==> src/rtl/mem_miss_arbiter.sv <==
// Arbitrates icache and dcache miss traffic onto one memory port, one transaction at a time.
// Define ARB_ROUND_ROBIN_EN for round-robin tie-breaking; otherwise dcache wins ties.
module mem_miss_arbiter #(
  parameter int ADDR_W         = 32,
  parameter int LINE_W         = 128,
  parameter int TIMEOUT_CYCLES = 255
) (
  input  logic              clock,
  input  logic              reset,
  input  logic              ic_req_valid,
  input  logic [ADDR_W-1:0] ic_req_addr,
  output logic              ic_req_ready,
  output logic              ic_rsp_valid,
  output logic [LINE_W-1:0] ic_rsp_data,
  input  logic              dc_req_valid,
  input  logic [ADDR_W-1:0] dc_req_addr,
  input  logic              dc_req_is_store,
  input  logic [LINE_W-1:0] dc_req_data,
  output logic              dc_req_ready,
  output logic              dc_rsp_valid,
  output logic [LINE_W-1:0] dc_rsp_data,
  output logic              mem_req_valid,
  output logic [ADDR_W-1:0] mem_req_addr,
  output logic              mem_req_is_store,
  output logic [LINE_W-1:0] mem_req_data,
  input  logic              mem_rsp_valid,
  input  logic [LINE_W-1:0] mem_rsp_data,
  output logic              busy,
  output logic              timeout_err
);

  localparam int CNT_W = $clog2(TIMEOUT_CYCLES + 1);
  localparam logic [CNT_W-1:0] CNT_LAST = CNT_W'(TIMEOUT_CYCLES - 1);

  typedef enum logic [1:0] {IDLE, ISSUE, WAIT_RSP} state_t;

  state_t            state_reg, state_next;
  logic [CNT_W-1:0]  cnt_reg;
  logic              owner_dc_reg;
  logic              last_grant_dc_reg;
  logic [ADDR_W-1:0] addr_reg;
  logic              is_store_reg;
  logic [LINE_W-1:0] data_reg;
  logic              ic_rsp_valid_reg, dc_rsp_valid_reg;
  logic [LINE_W-1:0] ic_rsp_data_reg, dc_rsp_data_reg;
  logic              timeout_err_reg;

  logic any_req;
  logic tie_pick_dc;
  logic grant_dc;
  logic rsp_done;
  logic timeout_hit;

`ifdef ARB_ROUND_ROBIN_EN
  assign tie_pick_dc = ~last_grant_dc_reg;
`else
  logic unused_last_grant;
  assign tie_pick_dc       = 1'b1;
  assign unused_last_grant = last_grant_dc_reg;
`endif

  assign any_req     = ic_req_valid | dc_req_valid;
  assign grant_dc    = dc_req_valid & (~ic_req_valid | tie_pick_dc);
  assign rsp_done    = (state_reg == WAIT_RSP) & mem_rsp_valid;
  // A response in the final watchdog cycle wins over the timeout.
  assign timeout_hit = (state_reg == WAIT_RSP) & ~mem_rsp_valid & (cnt_reg == CNT_LAST);

  always_comb begin
    state_next = state_reg;
    case (state_reg)
      IDLE:     if (any_req) state_next = ISSUE;
      ISSUE:    state_next = WAIT_RSP;
      WAIT_RSP: if (rsp_done || timeout_hit) state_next = IDLE;
      default:  state_next = IDLE;
    endcase
  end

  always_ff @(posedge clock or negedge reset) begin
    if (!reset) begin
      state_reg         <= IDLE;
      cnt_reg           <= '0;
      owner_dc_reg      <= 1'b0;
      last_grant_dc_reg <= 1'b0;
      addr_reg          <= '0;
      is_store_reg      <= 1'b0;
      data_reg          <= '0;
      ic_rsp_valid_reg  <= 1'b0;
      dc_rsp_valid_reg  <= 1'b0;
      ic_rsp_data_reg   <= '0;
      dc_rsp_data_reg   <= '0;
      timeout_err_reg   <= 1'b0;
    end else begin
      state_reg        <= state_next;
      ic_rsp_valid_reg <= 1'b0;
      dc_rsp_valid_reg <= 1'b0;
      case (state_reg)
        IDLE: begin
          if (any_req) begin
            owner_dc_reg      <= grant_dc;
            last_grant_dc_reg <= grant_dc;
            addr_reg          <= grant_dc ? dc_req_addr : ic_req_addr;
            is_store_reg      <= grant_dc & dc_req_is_store;
            data_reg          <= grant_dc ? dc_req_data : '0;
          end
        end
        ISSUE: cnt_reg <= '0;
        WAIT_RSP: begin
          cnt_reg <= cnt_reg + 1'b1;
          if (rsp_done || timeout_hit) begin
            if (owner_dc_reg) begin
              dc_rsp_valid_reg <= 1'b1;
              dc_rsp_data_reg  <= rsp_done ? mem_rsp_data : '0;
            end else begin
              ic_rsp_valid_reg <= 1'b1;
              ic_rsp_data_reg  <= rsp_done ? mem_rsp_data : '0;
            end
          end
          if (timeout_hit) timeout_err_reg <= 1'b1;
        end
        default: ;
      endcase
    end
  end

  assign mem_req_valid    = (state_reg == ISSUE);
  assign ic_req_ready     = (state_reg == ISSUE) & ~owner_dc_reg;
  assign dc_req_ready     = (state_reg == ISSUE) & owner_dc_reg;
  assign mem_req_addr     = addr_reg;
  assign mem_req_is_store = is_store_reg;
  assign mem_req_data     = data_reg;
  assign ic_rsp_valid     = ic_rsp_valid_reg;
  assign ic_rsp_data      = ic_rsp_data_reg;
  assign dc_rsp_valid     = dc_rsp_valid_reg;
  assign dc_rsp_data      = dc_rsp_data_reg;
  assign busy             = (state_reg != IDLE);
  assign timeout_err      = timeout_err_reg;

endmodule

==> config.mk <==
export PLATFORM = sky130hd
export DESIGN_NAME = mem_miss_arbiter
export DESIGN_NICKNAME = d
export VERILOG_FILES = /design/src/rtl/mem_miss_arbiter.sv
export SDC_FILE = /design/constraint.sdc
export NUM_CORES = 1
export LEC_CHECK = 0
export ABC_AREA = 0
export ABC_CLOCK_PERIOD_IN_PS = 3790
export BUFFER_PORTS_ARGS = -buffer_cell sky130_fd_sc_hd__buf_2
export CAP_MARGIN = 10
export CORE_AREA = 2 2 293 295
export DETAILED_ROUTE_END_ITERATION = 10
export DIE_AREA = 0 0 295 297
export PLACE_DENSITY = 0.42
export SYNTH_ARGS = -nofsm -noshare
export SYNTH_HDL_FRONTEND = slang
export SYNTH_SLANG_ARGS = --single-unit
==> constraint.sdc <==
create_clock -name clock -period 3.79 [get_ports clock]
set_clock_uncertainty 0.2 [all_clocks]
set_input_delay 0.5685 -clock clock [delete_from_list [all_inputs] [get_ports clock]]
set_output_delay 0.5685 -clock clock [all_outputs]
set_load 0.03 [all_outputs]
# ---- Word-level counts from Yosys, hierarchy flattened
# Cells that the tools add are included.
dict set report word_totals {
  reg_bits 431
  in_bits 326
  word_cells 48
  out_inout_bits 424
}
dict set report classes {
  bitwise 9
  n_reduce_logical 9
  n_eq_ne 5
  addsub 1
  n_mux 13
}
# cell n
set ops {}
lappend ops {{2-to-1 mux 128 bit} 2}
lappend ops {{2-to-1 mux 32 bit} 1}
lappend ops {{case mux 8 bit (2 select lines)} 1}
lappend ops {{adder 8 x 1 -> 8 bit, second input constant} 1}
lappend ops {{equality test 8 bit, second input constant} 1}
lappend ops {{AND 1 bit} 6}
lappend ops {{2-to-1 mux 1 bit} 6}
lappend ops {{case mux 2 bit (3 select lines)} 1}
lappend ops {{AND reduction 2 bit} 3}
lappend ops {{AND reduction 3 bit} 2}
lappend ops {{2-to-1 mux 2 bit} 2}
lappend ops {{nonzero test 2 bit} 2}
lappend ops {{equality test 2 x 1 -> 1 bit, second input constant} 1}
lappend ops {{equality test 2 bit, second input constant} 1}
lappend ops {{logical NOT 2 bit} 1}
lappend ops {{inequality test 2 x 1 -> 1 bit, second input constant} 1}
lappend ops {{inequality test 2 bit, second input constant} 1}
lappend ops {{inverter 1 bit} 2}
lappend ops {{logical OR 1 bit} 1}
lappend ops {{OR 1 bit} 1}

# ---- Logic depth before layout (Yosys ltp)
# Gate-level depths: netlist of run 1.
dict set report logic_depth {
  word_depth 6
  ltp_mapped 8
  depth_no_buf 6
}

# ---- Least setup slack after synthesis of run 1
# No wires, ideal clock.
dict set report synth_path {
  path_kind {reg-to-output}
  start {register state_reg[1]}
  end {output port ic_req_ready}
  t_required_ns 3.022
  t_arrival_ns 1.323
  stages_incl_launch_ff 4
  path_buffers 0
  path_slack_ns 1.699
  path_cell_list {dfrtp_1 inv_1 ha_1 nor2b_1}
}
dict set report synth_via {
  elab_chain_cells 2
}
# element line
set synth_rtl {}
lappend synth_rtl {{start, declared} 37} ;# state_t state_reg, state_next;
lappend synth_rtl {{start signal, assigned} 93} ;# state_reg <= state_next;
lappend synth_rtl {{equality test 2 x 1 -> 1 bit} --}
lappend synth_rtl {{named net mem_req_valid} 22} ;# output logic mem_req_valid,
lappend synth_rtl {{AND 1 bit} 126} ;# assign ic_req_ready = (state_reg == ISSUE) & ~owner_dc_reg;
lappend synth_rtl {{end, declared} 12} ;# output logic ic_req_ready,
# The timed path passes the listed nets, and every way through them passes these cells.

# ---- Final worst setup path of run 1
dict set report layout_path {
  start {register state_reg[0]}
  end {register dc_rsp_data_reg[111] (netlist: dc_rsp_data[111])}
}
dict set report layout_via {
  elab_chain_cells 5
  elab_cells_between_ends 7
  classes_between {1 x eq/ne; 1 x mux; 3 x bitwise; 2 x reduce/logical}
}
# element line
set layout_rtl {}
lappend layout_rtl {{equality test 2 bit *} {64, 66, 96}}
lappend layout_rtl {{AND 1 bit (2 in series)} 66} ;# assign timeout_hit = (state_reg == WAIT_RSP) & ~mem_rsp_valid & (cnt_reg == CNT_LAST);
lappend layout_rtl {{logical OR 1 bit} 109} ;# if (rsp_done || timeout_hit) begin
lappend layout_rtl {{AND reduction 3 bit (no line)} --}
lappend layout_rtl {{end signal, assigned} 112} ;# dc_rsp_data_reg <= rsp_done ? mem_rsp_data : '0;
lappend layout_rtl {{end, declared} 45} ;# logic [LINE_W-1:0] ic_rsp_data_reg, dc_rsp_data_reg;
# Every way passes the cells marked *; elsewhere a longest branch is shown, timed or not.
# A chain may end at the register's enable or synchronous reset.

==> summary.txt, run 1 <==
Floorplan
  – Area of the die: around 90000 um2
  – Core Area: around 84000 um2
  – I/O pin count: 750
  – Total number of placement rows: 107
  – Die W: slightly below 300 um
  – Initial core utilization: 0.193
  – Die height: just under 300 um

Clocking
  – Largest buffer count on any clock path: 3
  – H-tree Lvls: 2
  – Insertion delay of the later-clocked pin in the worst-skew pair: slightly below 0.6 ns
  – Clock Root Buffer: clkbuf_16
  – Post-CTS resize count: 0
  – Cts bufs inserted: 52
  – TritonCTS clock tree: done
  – CTS sink cnt: about 430
  – Clock transition at the registers of the reported paths: 0.06 ns

Routing
  – Drt initial violations: 604
  – Total wire length: between 60 and 70 mm
  – Routed len/inst: approximately 18 um
  – DR pass1 iterations: 4
  – DRC violation count after routing: 0
  – Detail-routed via count per cell: around 4.2
  – Residual antenna-violating net count after detailed routing: 0
  – Vias after detailed routing: about 15000

Cells and area
  – Layout cells sized above 1: 0.375
  – Area used by multi-input combinational logic: 4880 um2
  – Relative area change from synthesis to final layout: 56.2%
  – Post-layout net count: 2631
  – Storage cell area: roughly 11000 um2
  – Filler cell count: 8728
  – Commonest cells after routing, fill and taps aside: buf_2 (747), dfrtp_1 (431), nand2_1 (299)
  – Most frequent standard cell in the layout excluding fill and tap cells: buf_2

Global route
  – Pin count of the biggest net entering global routing: 163
  – Global-route congestion overflow total: 0
  – First-pass GRT wire length: 96.0 mm
  – Number of antenna violations at the first check in global routing: 10
  – Number of global-route vias before repair: around 16000
  – GRT Overall Usage: 0.141

Worst hold path
  – Endpoint, Worst Hold: mem_req_data[55]$_DFFE_PN0P_
  – Min-delay src: dc_req_data[55]
  – Classification of the worst-slack hold path: input pin to register
  – Hold path depth: 3

STA
  – Max Fclk: between 300 and 400 MHz
  – Post-Route Setup TNS: 0 ns
  – Max_slew headroom: 0.283
  – Worst hold slack: between 0.04 and 0.05 ns
  – Actual slew at the worst max-slew pin: between 1 and 1.5 ns
  – Share of the clock period used by the worst path: 0.726
  – Setup repair after global routing missed its margin: false
  – Count of final max-slew check failures: 0
  – Setup Viol. Count Final: 0
  – Final Hold Violating Endpoints: 0
  – Final Critical Period: ~2.8 ns

Placed design
  – Detail Placement HPWL: between 40 and 50 mm
  – Final Wtd Congestion: 0.848
  – IO Port Bufs: between 700 and 800

Worst setup path
  – Reg2Reg Launch Point: state_reg[0]$_DFFE_PN0P_
  – Type of destination of the critical path: register
  – Type of the worst setup path: register to register
  – Worst setup SP type: register
  – Required time worst endpoint: 4.06 ns
  – Number of cell instances on the worst register-to-register path: 5
  – Register-to-register setup slack: just over 1 ns
  – Highest fanout seen on the critical path: 85
  – Data arrival time of the critical path: 3.02 ns
  – Worst R2R End: dc_rsp_data[111]$_DFFE_PN0P_

Status
  – Result of the run: completed

Logic synthesis
  – Share of synthesized flip-flops with an asynchronous set or reset: 1.00
  – Register bit count reported by yosys: approximately 430
  – Combined area of all synthesized cells: about 16000 um2
  – Top_reg_cell synth: dfrtp_1
  – Synthesized instance count: around 1300
  – Count of flip-flops with a built-in enable after synthesis: 0
  – Number of warnings issued by yosys: 0
  – Average size of a mapped cell: around 12 um2
  – Share of the yosys chip area belonging to registers: 0.662
  – Nets in the synthesized netlist: around 1700
  – Number of different library cells in the post-synthesis netlist: 30

Pwr
  – Total power consumption of the routed design: 0.0249 W
  – Static Leakage: around 13 nW
  – P per Cell Area: approximately 980 nW/um2
  – Peak supply drop: around 450 uV

Flow run
  – Max capacitance violation total: 0
[Yosys cell counts, types with 4 or more instances]
library cell  number  area (um2)
clkbuf_1          51         191
dfrtp_1          431       10800
ha_1               5        62.6
buf_2             25         125
nand2_1          300        1130
nand3_1          132         661
nor2_1             4        15.0
mux2i_1           34         340
inv_1              8        30.0
a22o_1           258        2260
o21ai_0           38         190
a21oi_1            5        25.0
buf_6             24         270
buf_1             13        48.8
[how the worst max path moves through the flow]
stage,start,endpoint,cells after the start,slack [ns]
6_report,state_reg[0]$_DFFE_PN0P_,dc_rsp_data[111]$_DFFE_PN0P_,5,1.04
3_3_place_gp,state_reg[0]$_DFFE_PN0P_,dc_rsp_data[126]$_DFFE_PN0P_,5,1.10
3_5_place_dp,state_reg[0]$_DFFE_PN0P_,dc_rsp_data[125]$_DFFE_PN0P_,5,1.04
4_1_cts,state_reg[1]$_DFFE_PN0P_,ic_req_ready,4,1.03
2_1_floorplan,state_reg[1]$_DFFE_PN0P_,ic_req_ready,3,1.70
5_1_grt,state_reg[0]$_DFFE_PN0P_,dc_rsp_data[125]$_DFFE_PN0P_,5,0.86
[per-layer routing]
layer	share of wire	track usage
met5	0.0011	0
met3	0.084	0.0432
met1	0.37	0.155
met2	0.50	0.249
met4	0.041	0.0578
[timing repair]
| action | in CTS | in global routing |
|---|---|---|
| endpoints found under the setup margin | 0 | 0 |
| hold endpoints to repair | 407 | 0 |
| setup buffers | 0 | 0 |
| hold buffers | 230 | 0 |
[logic make-up after synthesis]
kind of cell | Yosys count | synth area share
compound gates | 306 | 0.155
xor+xnor | 1 | 0.000538
fa+ha+maj | 5 | 0.00384
buf+inv | 121 | 0.0409
flops | 431 | 0.662
mux | 34 | 0.0209
simple gates | 450 | 0.117
[per-stage QoR]
step	instance area, um2	cells	setup slack (ns)	util
after global placement	21300	3160	1.10	0.252
final	25400	3484	1.04	0.301
after global routing	25400	3484	0.862	0.301
after floorplan	16300	1348	1.70	-
after CTS	25400	3483	1.03	0.301
after detailed placement	21300	3160	1.04	0.252
[report_power, final]
part	total (W)	switching (W)	internal [W]
Combinational	0.0115	0.00798	0.00349
Clock	0.00532	0.00205	0.00328
Sequential	0.00808	0.00126	0.00681
[critical path, stage by stage, from the launching register on]
cell     delay, ns
dfrtp_1       0.40
inv_1         0.13
ha_1          0.47
nand3_4       0.57
buf_12        0.43
a22o_1        0.31
[cell type report]
cell class,count,share of cell area
tap,1144,0.0563
clock buffer,69,0.0580
multi-input combinational,796,0.192
clock inverter,24,0.0138
timing repair buffer,1011,0.255
sequential,431,0.424
antenna,1,0.0000984
inverter,8,0.00118
Power figures use the tool's default switching activity.
==> run 2: changes to the inputs <==
==> config.mk (replaced) <==
export PLATFORM = sky130hd
export DESIGN_NAME = mem_miss_arbiter
export DESIGN_NICKNAME = d
export VERILOG_FILES = /design/src/rtl/mem_miss_arbiter.sv
export SDC_FILE = /design/constraint.sdc
export NUM_CORES = 1
export LEC_CHECK = 0
export ABC_AREA = 1
export ABC_CLOCK_PERIOD_IN_PS = 2500
export BUFFER_PORTS_ARGS = -buffer_cell sky130_fd_sc_hd__buf_2
export CAP_MARGIN = 10
export CORE_AREA = 2 2 292 294
export DETAILED_ROUTE_END_ITERATION = 10
export DIE_AREA = 0 0 294 296
export PLACE_DENSITY = 0.45
export SYNTH_ARGS = -nofsm -noshare
export SYNTH_HDL_FRONTEND = slang
export SYNTH_SLANG_ARGS = --single-unit
==> constraint.sdc (replaced) <==
create_clock -name clock -period 2.5 [get_ports clock]
set_clock_uncertainty 0.2 [all_clocks]
set_input_delay 0.375 -clock clock [delete_from_list [all_inputs] [get_ports clock]]
set_output_delay 0.375 -clock clock [all_outputs]
set_load 0.03 [all_outputs]
==> run 2 against run 1 <==
  * Highest routed layer unchanged
  * Wire length grew 22%
  * Critical path type is now register to output pin
  * Setup slack lost 0.89 ns
  * Critical endpoint is now dc_req_ready
  * Sequential share of layout area shrank 3.7 points
  * Critical path depth shrank 1
  * Combinational power grew 65%
  * Via count grew 20%
  * Largest power group unchanged
  * Sequential power grew 52%
  * Clock-buffer cell count grew 8
  * Hold slack lost 0.033 ns
  * Core utilization grew 3.0 points
==> summary.txt, run 2 <==
Status
  – Result of the run: completed

Floorplan
  – Die W: about 290 um
  – Area of the die: around 87000 um2
  – Total number of placement rows: approximately 110
  – Initial core utilization: 0.209
  – Core Area: ~84000 um2
  – Die height: approximately 300 um
  – I/O pin count: 750

STA
  – Final Critical Period: 2.35 ns
  – Max Fclk: about 420 MHz
  – Actual slew at the worst max-slew pin: about 0.57 ns
  – Post-Route Setup TNS: 0 ns
  – Share of the clock period used by the worst path: 0.942
  – Final Hold Violating Endpoints: 0
  – Setup Viol. Count Final: 0
  – Setup repair after global routing missed its margin: false
  – Max_slew headroom: 0.623
  – Count of final max-slew check failures: 0
  – Setup ws final: 0.146 ns

Routing
  – Vias after detailed routing: about 17000
  – Residual antenna-violating net count after detailed routing: 0
  – Detail-routed via count per cell: 4.21
  – DR pass1 iterations: 5
  – Drt initial violations: 807
  – DRC violation count after routing: 0
  – Routed len/inst: about 19 um
  – Total wire length: 78.4 mm

Clocking
  – Post-CTS resize count: 0
  – Clock Root Buffer: clkbuf_16
  – TritonCTS clock tree: done
  – Cts bufs inserted: just over 50
  – CTS sink cnt: around 430
  – Clock transition at the registers of the reported paths: ~0.060 ns
  – Insertion delay of the later-clocked pin in the worst-skew pair: ~0.57 ns
  – H-tree Lvls: 2
  – Largest buffer count on any clock path: 3

Worst setup path
  – Register-to-register setup slack: between 0.2 and 0.25 ns
  – Worst R2R End: mem_req_addr[0]$_DFFE_PN0P_
  – Data arrival time of the critical path: about 1.8 ns
  – Type of the worst setup path: register to output pin
  – CP startpoint: owner_dc_reg$_DFFE_PN0P_
  – Highest fanout seen on the critical path: 35
  – Number of cell instances on the worst register-to-register path: 9
  – Worst setup SP type: register
  – Required time worst endpoint: ~1.9 ns
  – Type of destination of the critical path: output pin
  – Reg2Reg Launch Point: state_reg[1]$_DFFE_PN0P_

Pwr
  – Proportion of power drawn by the clock network: 0.198
  – P per Cell Area: between 1000 and 1500 nW/um2
  – Sequential share of power: 0.314
  – Total power consumption of the routed design: just under 0.04 W
  – Static Leakage: between 10 and 15 nW
  – Peak supply drop: ~770 uV
  – Internal Pwr Total: around 0.02 W
  – Relative contribution of combinational cells to total power: 0.488
  – Switching power as a share of total power: 0.485
  – Net switching power: around 0.019 W

Placed design
  – Final Wtd Congestion: 0.835
  – IO Port Bufs: 749
  – Pre-CTS setup slack: 0.286 ns
  – Detail Placement HPWL: 57.7 mm

Logic synthesis
  – Average size of a mapped cell: 9.02 um2
  – Count of flip-flops with a built-in enable after synthesis: 0
  – Top post-synthesis cells by area: dfrtp_1 (61%), nand2_1 (13%), nand3_1 (11%)
  – Share of synthesized flip-flops with an asynchronous set or reset: 1.00
  – Top_reg_cell synth: dfrtp_1
  – Share of the yosys chip area belonging to registers: 0.614
  – Register bit count reported by yosys: approximately 430
  – Area share of the leading cell type in the synthesized netlist: 0.614
  – Nets in the synthesized netlist: between 2000 and 2500
  – Number of different library cells in the post-synthesis netlist: 22
  – Most repeated cell in the gate-level netlist after synthesis: nand2_1
  – Combined area of all synthesized cells: between 15000 and 20000 um2
  – Synthesized instance count: 1947
  – Cell taking the most area after synthesis: dfrtp_1
  – Top cell types by occurrence after synthesis: nand2_1 (604), dfrtp_1 (431), nand3_1 (392), inv_1 (150), o21ai_0 (133)
  – Number of warnings issued by yosys: 0

Worst hold path
  – Min-delay src: dc_req_data[108]
  – Endpoint, Worst Hold: mem_req_data[108]$_DFFE_PN0P_
  – Classification of the worst-slack hold path: input pin to register
  – Hold path depth: 3

Global route
  – Number of global-route vias before repair: 17900
  – First-pass GRT wire length: 115 mm
  – Global-route congestion overflow total: 0
  – Pin count of the biggest net entering global routing: 79
  – Number of antenna violations at the first check in global routing: 14
  – GRT Overall Usage: 0.174

Cells and area
  – Most frequent standard cell in the layout excluding fill and tap cells: buf_2
  – Post-layout net count: roughly 3400
  – Commonest cells after routing, fill and taps aside: buf_2 (747), nand2_1 (604), dfrtp_1 (430)
  – Layout cells sized above 1: 0.304
  – Relative area change from synthesis to final layout: 58.9%

Flow run
  – Max capacitance violation total: 0
run 2: cell types whose count changed after synthesis, sizes merged, moves of 12 or more:
| cell | before | now |
|---|---|---|
| nand2 | 300 | 607 |
| nand3 | 133 | 392 |
| nor2 | 4 | 45 |
| clkbuf | 51 | 63 |
| o21ai | 38 | 133 |
| mux2i | 34 | 0 |
| buf | 62 | 79 |
| inv | 8 | 151 |
| a31oi | 0 | 32 |
| a22o | 258 | 0 |
run 2: worst max path at each step:
stage | to | cells past startpoint
floorplan | ic_req_ready | 4
global placement | dc_rsp_data[31]$_DFFE_PN0P_ | 11
detailed placement | dc_rsp_data[35]$_DFFE_PN0P_ | 11
CTS | mem_req_addr[0]$_DFFE_PN0P_ | 9
global route | dc_req_ready | 4
finish | dc_req_ready | 4
run 2: layout make-up:
cell class | count | area [um2]
well taps | 1090 | 1360
diodes | 5 | 12.5
multi-input cells | 1223 | 5430
flip-flops and latches | 431 | 10800
repair buffers | 1163 | 8000
clock buffers | 77 | 1550
fillers | 8812 | 56300
inverters | 151 | 577
clock inverters | 15 | 183
run 2: critical path, cell delays in order, from the launching register on:
cell,delay [ns]
dfrtp_4,0.63
buf_12,0.25
nand2_1,0.09
inv_1,0.05
buf_2,0.18
run 2: cell families after synthesis:
family	share of synthesized area
adder cells (fa/ha/maj)	0.00356
buffers and inverters	0.0779
flip-flops	0.614
AO/OA/AOI/OAI	0.0518
AND/OR/NAND/NOR	0.253
run 2: layer usage:
layer | routed length [um] | GRT usage | up-vias | share of wire
met4 | 2410 | 0.0594 | 12 | 0.031
met3 | 6460 | 0.0535 | 125 | 0.082
met2 | 38200 | 0.297 | 658 | 0.49
met5 | 71 | 0 | - | 0.00091
met1 | 31300 | 0.206 | 8285 | 0.40
li1 | - | - | 8418 | -
run 2: repair_timing:
action	CTS	global route
setup buffers	1	7
cloned	0	0
endpoints found under the setup margin	1	1
pin swaps	0	1
endpoints found under the hold margin	692	0
hold buffers	325	0
run 2: per-stage QoR:
step / hold WS [ns] / util / area [um2] / cells
after detailed placement: 0.203 / 0.271 / 22800 / 3725
after CTS: 0.0508 / 0.331 / 27800 / 4143
final: 0.0108 / 0.331 / 27900 / 4155
after global routing: 0.0436 / 0.331 / 27900 / 4154
after floorplan: -0.121 / - / 17600 / 1947
after global placement: 0.203 / 0.271 / 22800 / 3725
run 2: power groups by stage:
stage               clock [W]  combinational [W]  sequential (W)
finish                0.00771             0.0190          0.0123
floorplan                   0            0.00485          0.0187
global route          0.00823             0.0205          0.0127
detailed placement          0             0.0185          0.0123
CTS                   0.00795             0.0191          0.0123
global placement            0             0.0185          0.0123
==> run 3: changes to the inputs <==
--- a/config.mk
+++ b/config.mk
@@ -12,6 +12,7 @@
 export CORE_AREA = 2 2 292 294
 export DETAILED_ROUTE_END_ITERATION = 10
 export DIE_AREA = 0 0 294 296
+export GPL_TIMING_DRIVEN = 0
 export PLACE_DENSITY = 0.45
 export SYNTH_ARGS = -nofsm -noshare
 export SYNTH_HDL_FRONTEND = slang
==> run 3 against run 2 <==
  * Sequential cell count did not move
  * Total power rose by 1.3%
  * Register-to-register slack got worse by 0.07 ns
  * Design area rose by 0.17%
==> summary.txt, run 3 (same netlist as run 2, synthesis figures left out) <==
Status
  – Result of the run: completed

Floorplan
  – Die height: 296 um
  – Total number of placement rows: 107
  – Die W: about 290 um
  – Initial core utilization: 0.209
  – Core Area: 84200 um2
  – Area of the die: about 87000 um2
  – I/O pin count: 750

Worst setup path
  – Number of cell instances on the worst register-to-register path: 8
  – Highest fanout seen on the critical path: ~100
  – Type of destination of the critical path: asynchronous set/reset pin
  – Type of the worst setup path: input pin to asynchronous set/reset pin
  – Stage delay of the slowest cell on the critical path: 0.58 ns
  – Data arrival time of the critical path: around 2.8 ns
  – Worst setup SP type: input pin
  – Worst-path cell with the longest stage delay: dlygate4sd3_1
  – Required time worst endpoint: roughly 3 ns
  – Series of cell instances along the critical path: dlygate4sd3_1 -> dlygate4sd3_1 -> buf_8 -> buf_16 -> buf_16
  – Register-to-register setup slack: roughly 0.16 ns

Placed design
  – IO Port Bufs: 748
  – Cell Count Post-Placement: 3789
  – Final Wtd Congestion: between 0.8 and 0.9
  – Detail Placement HPWL: between 60 and 70 mm

Cells and area
  – Fraction of the core area covered by cells at the end of the flow: 0.332
  – Filler cell count: 8843
  – Post-layout net count: 3408
  – Relative area change from synthesis to final layout: 59.2%
  – Commonest cells after routing, fill and taps aside: buf_2 (789), nand2_1 (604), dfrtp_1 (431)
  – Post-layout instance count excluding filler cells: approximately 4200
  – Layout cells sized above 1: 0.298
  – Most frequent standard cell in the layout excluding fill and tap cells: buf_2

STA
  – Count of final max-slew check failures: 0
  – Max_slew headroom: 0.399
  – Actual slew at the worst max-slew pin: between 0.9 and 1 ns
  – Setup Viol. Count Final: 0
  – Final Critical Period: 2.38 ns
  – Worst hold slack: ~0.056 ns
  – Max Fclk: roughly 420 MHz
  – Share of the clock period used by the worst path: 0.951
  – Setup repair after global routing missed its margin: false
  – Final Hold Violating Endpoints: 0

Global route
  – Number of antenna violations at the first check in global routing: 17
  – Met3 usage: 0.0595
  – Global-route congestion overflow total: 0
  – Global Route met2 Usage: 0.321
  – Most used routing layer in global routing: met2
  – GRT Overall Usage: 0.189
  – Number of global-route vias before repair: about 18000
  – Global-route met1 utilization: 0.215
  – First-pass GRT wire length: approximately 120 mm
  – Pin count of the biggest net entering global routing: about 110

Clocking
  – Clock transition at the registers of the reported paths: about 0.060 ns
  – Clock Root Buffer: clkbuf_16
  – TritonCTS clock tree: done
  – H-tree Lvls: 2
  – CTS sink cnt: around 430
  – Cts bufs inserted: 51
  – Insertion delay of the later-clocked pin in the worst-skew pair: slightly below 0.6 ns
  – Post-CTS Setup Bufs: 0
  – Largest buffer count on any clock path: 3

Pwr
  – Switching power as a share of total power: 0.489
  – Relative contribution of combinational cells to total power: 0.486
  – Internal Pwr Total: 0.0202 W
  – Net switching power: about 0.019 W
  – Sequential share of power: 0.307
  – Static Leakage: ~15 nW
  – Peak supply drop: between 800 and 900 uV
  – P per Cell Area: 1410 nW/um2
  – Proportion of power drawn by the clock network: 0.207

Worst hold path
  – Classification of the worst-slack hold path: input pin to register
  – Hold path depth: 5

Routing
  – Residual antenna-violating net count after detailed routing: 0
  – DRC violation count after routing: 0
  – DR pass1 iterations: 5
  – Detail-routed via count per cell: roughly 4.3
  – Drt initial violations: ~1000
  – Routed len/inst: between 20 and 25 um
  – Total wire length: 85.6 mm
  – Vias after detailed routing: roughly 18000

Flow run
  – Max capacitance violation total: 0
-- run 3: cell types whose count changed in the layout (fill, tap and decap cells not counted), moves of 5 or more --
cell      change
buf_6        +25
buf_12       -25
buf_2        +42
clkbuf_1     +54
clkinv_2      +6
diode_2       +5
buf_4        -60
clkbuf_2      +5
-- run 3: metrics by stage --
step           power (W)  setup TNS, ns  worst slack, ns  area, um2
6_report          0.0395              0            0.122      28000
5_1_grt           0.0418              0         0.000949      27900
4_1_cts           0.0399              0         0.000250      27900
3_5_place_dp      0.0311          -1.35           -0.371      22800
3_3_place_gp      0.0311       -3727.11            -8.76      22700
2_1_floorplan     0.0235              0            0.627      17600
-- run 3: final cells by class --
cell class / instances / area, um2 / area share
Clock inverter: 22 / 310 / 0.0111
Inverter: 151 / 567 / 0.0203
Sequential cell: 431 / 10800 / 0.386
Antenna cell: 10 / 25.0 / 0.000895
Timing Repair Buffer: 1078 / 7140 / 0.256
Tap cell: 1090 / 1360 / 0.0488
Buffer: 141 / 825 / 0.0295
Clock buffer: 74 / 1520 / 0.0545
Multi-Input combinational cell: 1223 / 5410 / 0.194
-- run 3: worst paths after layout --
path,end,start
max,mem_req_data[22]$_DFFE_PN0P_,reset
min,state_reg[1]$_DFFE_PN0P_,ic_req_valid
max reg2reg,ic_rsp_data[0]$_DFFE_PN0P_,state_reg[0]$_DFFE_PN0P_
min reg2reg,dc_rsp_data[84]$_DFFE_PN0P_,dc_rsp_data[84]$_DFFE_PN0P_
max in group clock,busy,state_reg[0]$_DFFE_PN0P_
min in group asynchronous,dc_rsp_data[72]$_DFFE_PN0P_,reset
-- run 3: power by group through the flow --
stage	clock network (W)	registers (W)	logic (W)
3_3_place_gp	0	0.0121	0.0189
3_5_place_dp	0	0.0122	0.0189
6_report	0.00816	0.0121	0.0192
5_1_grt	0.00868	0.0125	0.0206
4_1_cts	0.00841	0.0121	0.0194
2_1_floorplan	0	0.0187	0.00485
-- run 3: critical path: cells and delay by family --
family	cells	cell delay, ns
buf+inv	5	2.13
-- run 3: routing by layer --
| layer | routed length (um) | share of wire |
|---|---|---|
| met1 | 32800 | 0.38 |
| met2 | 41200 | 0.48 |
| met3 | 7360 | 0.086 |
| met4 | 4200 | 0.049 |
| met5 | 76 | 0.00089 |
-- run 3: repair_timing --
| action | CTS | global route |
|---|---|---|
| hold buffers | 325 | 0 |
| gates cloned | 0 | 1 |
| hold endpoints to repair | 641 | 0 |
| setup endpoints to repair | 64 | 102 |
| gates resized for setup | 6 | 12 |
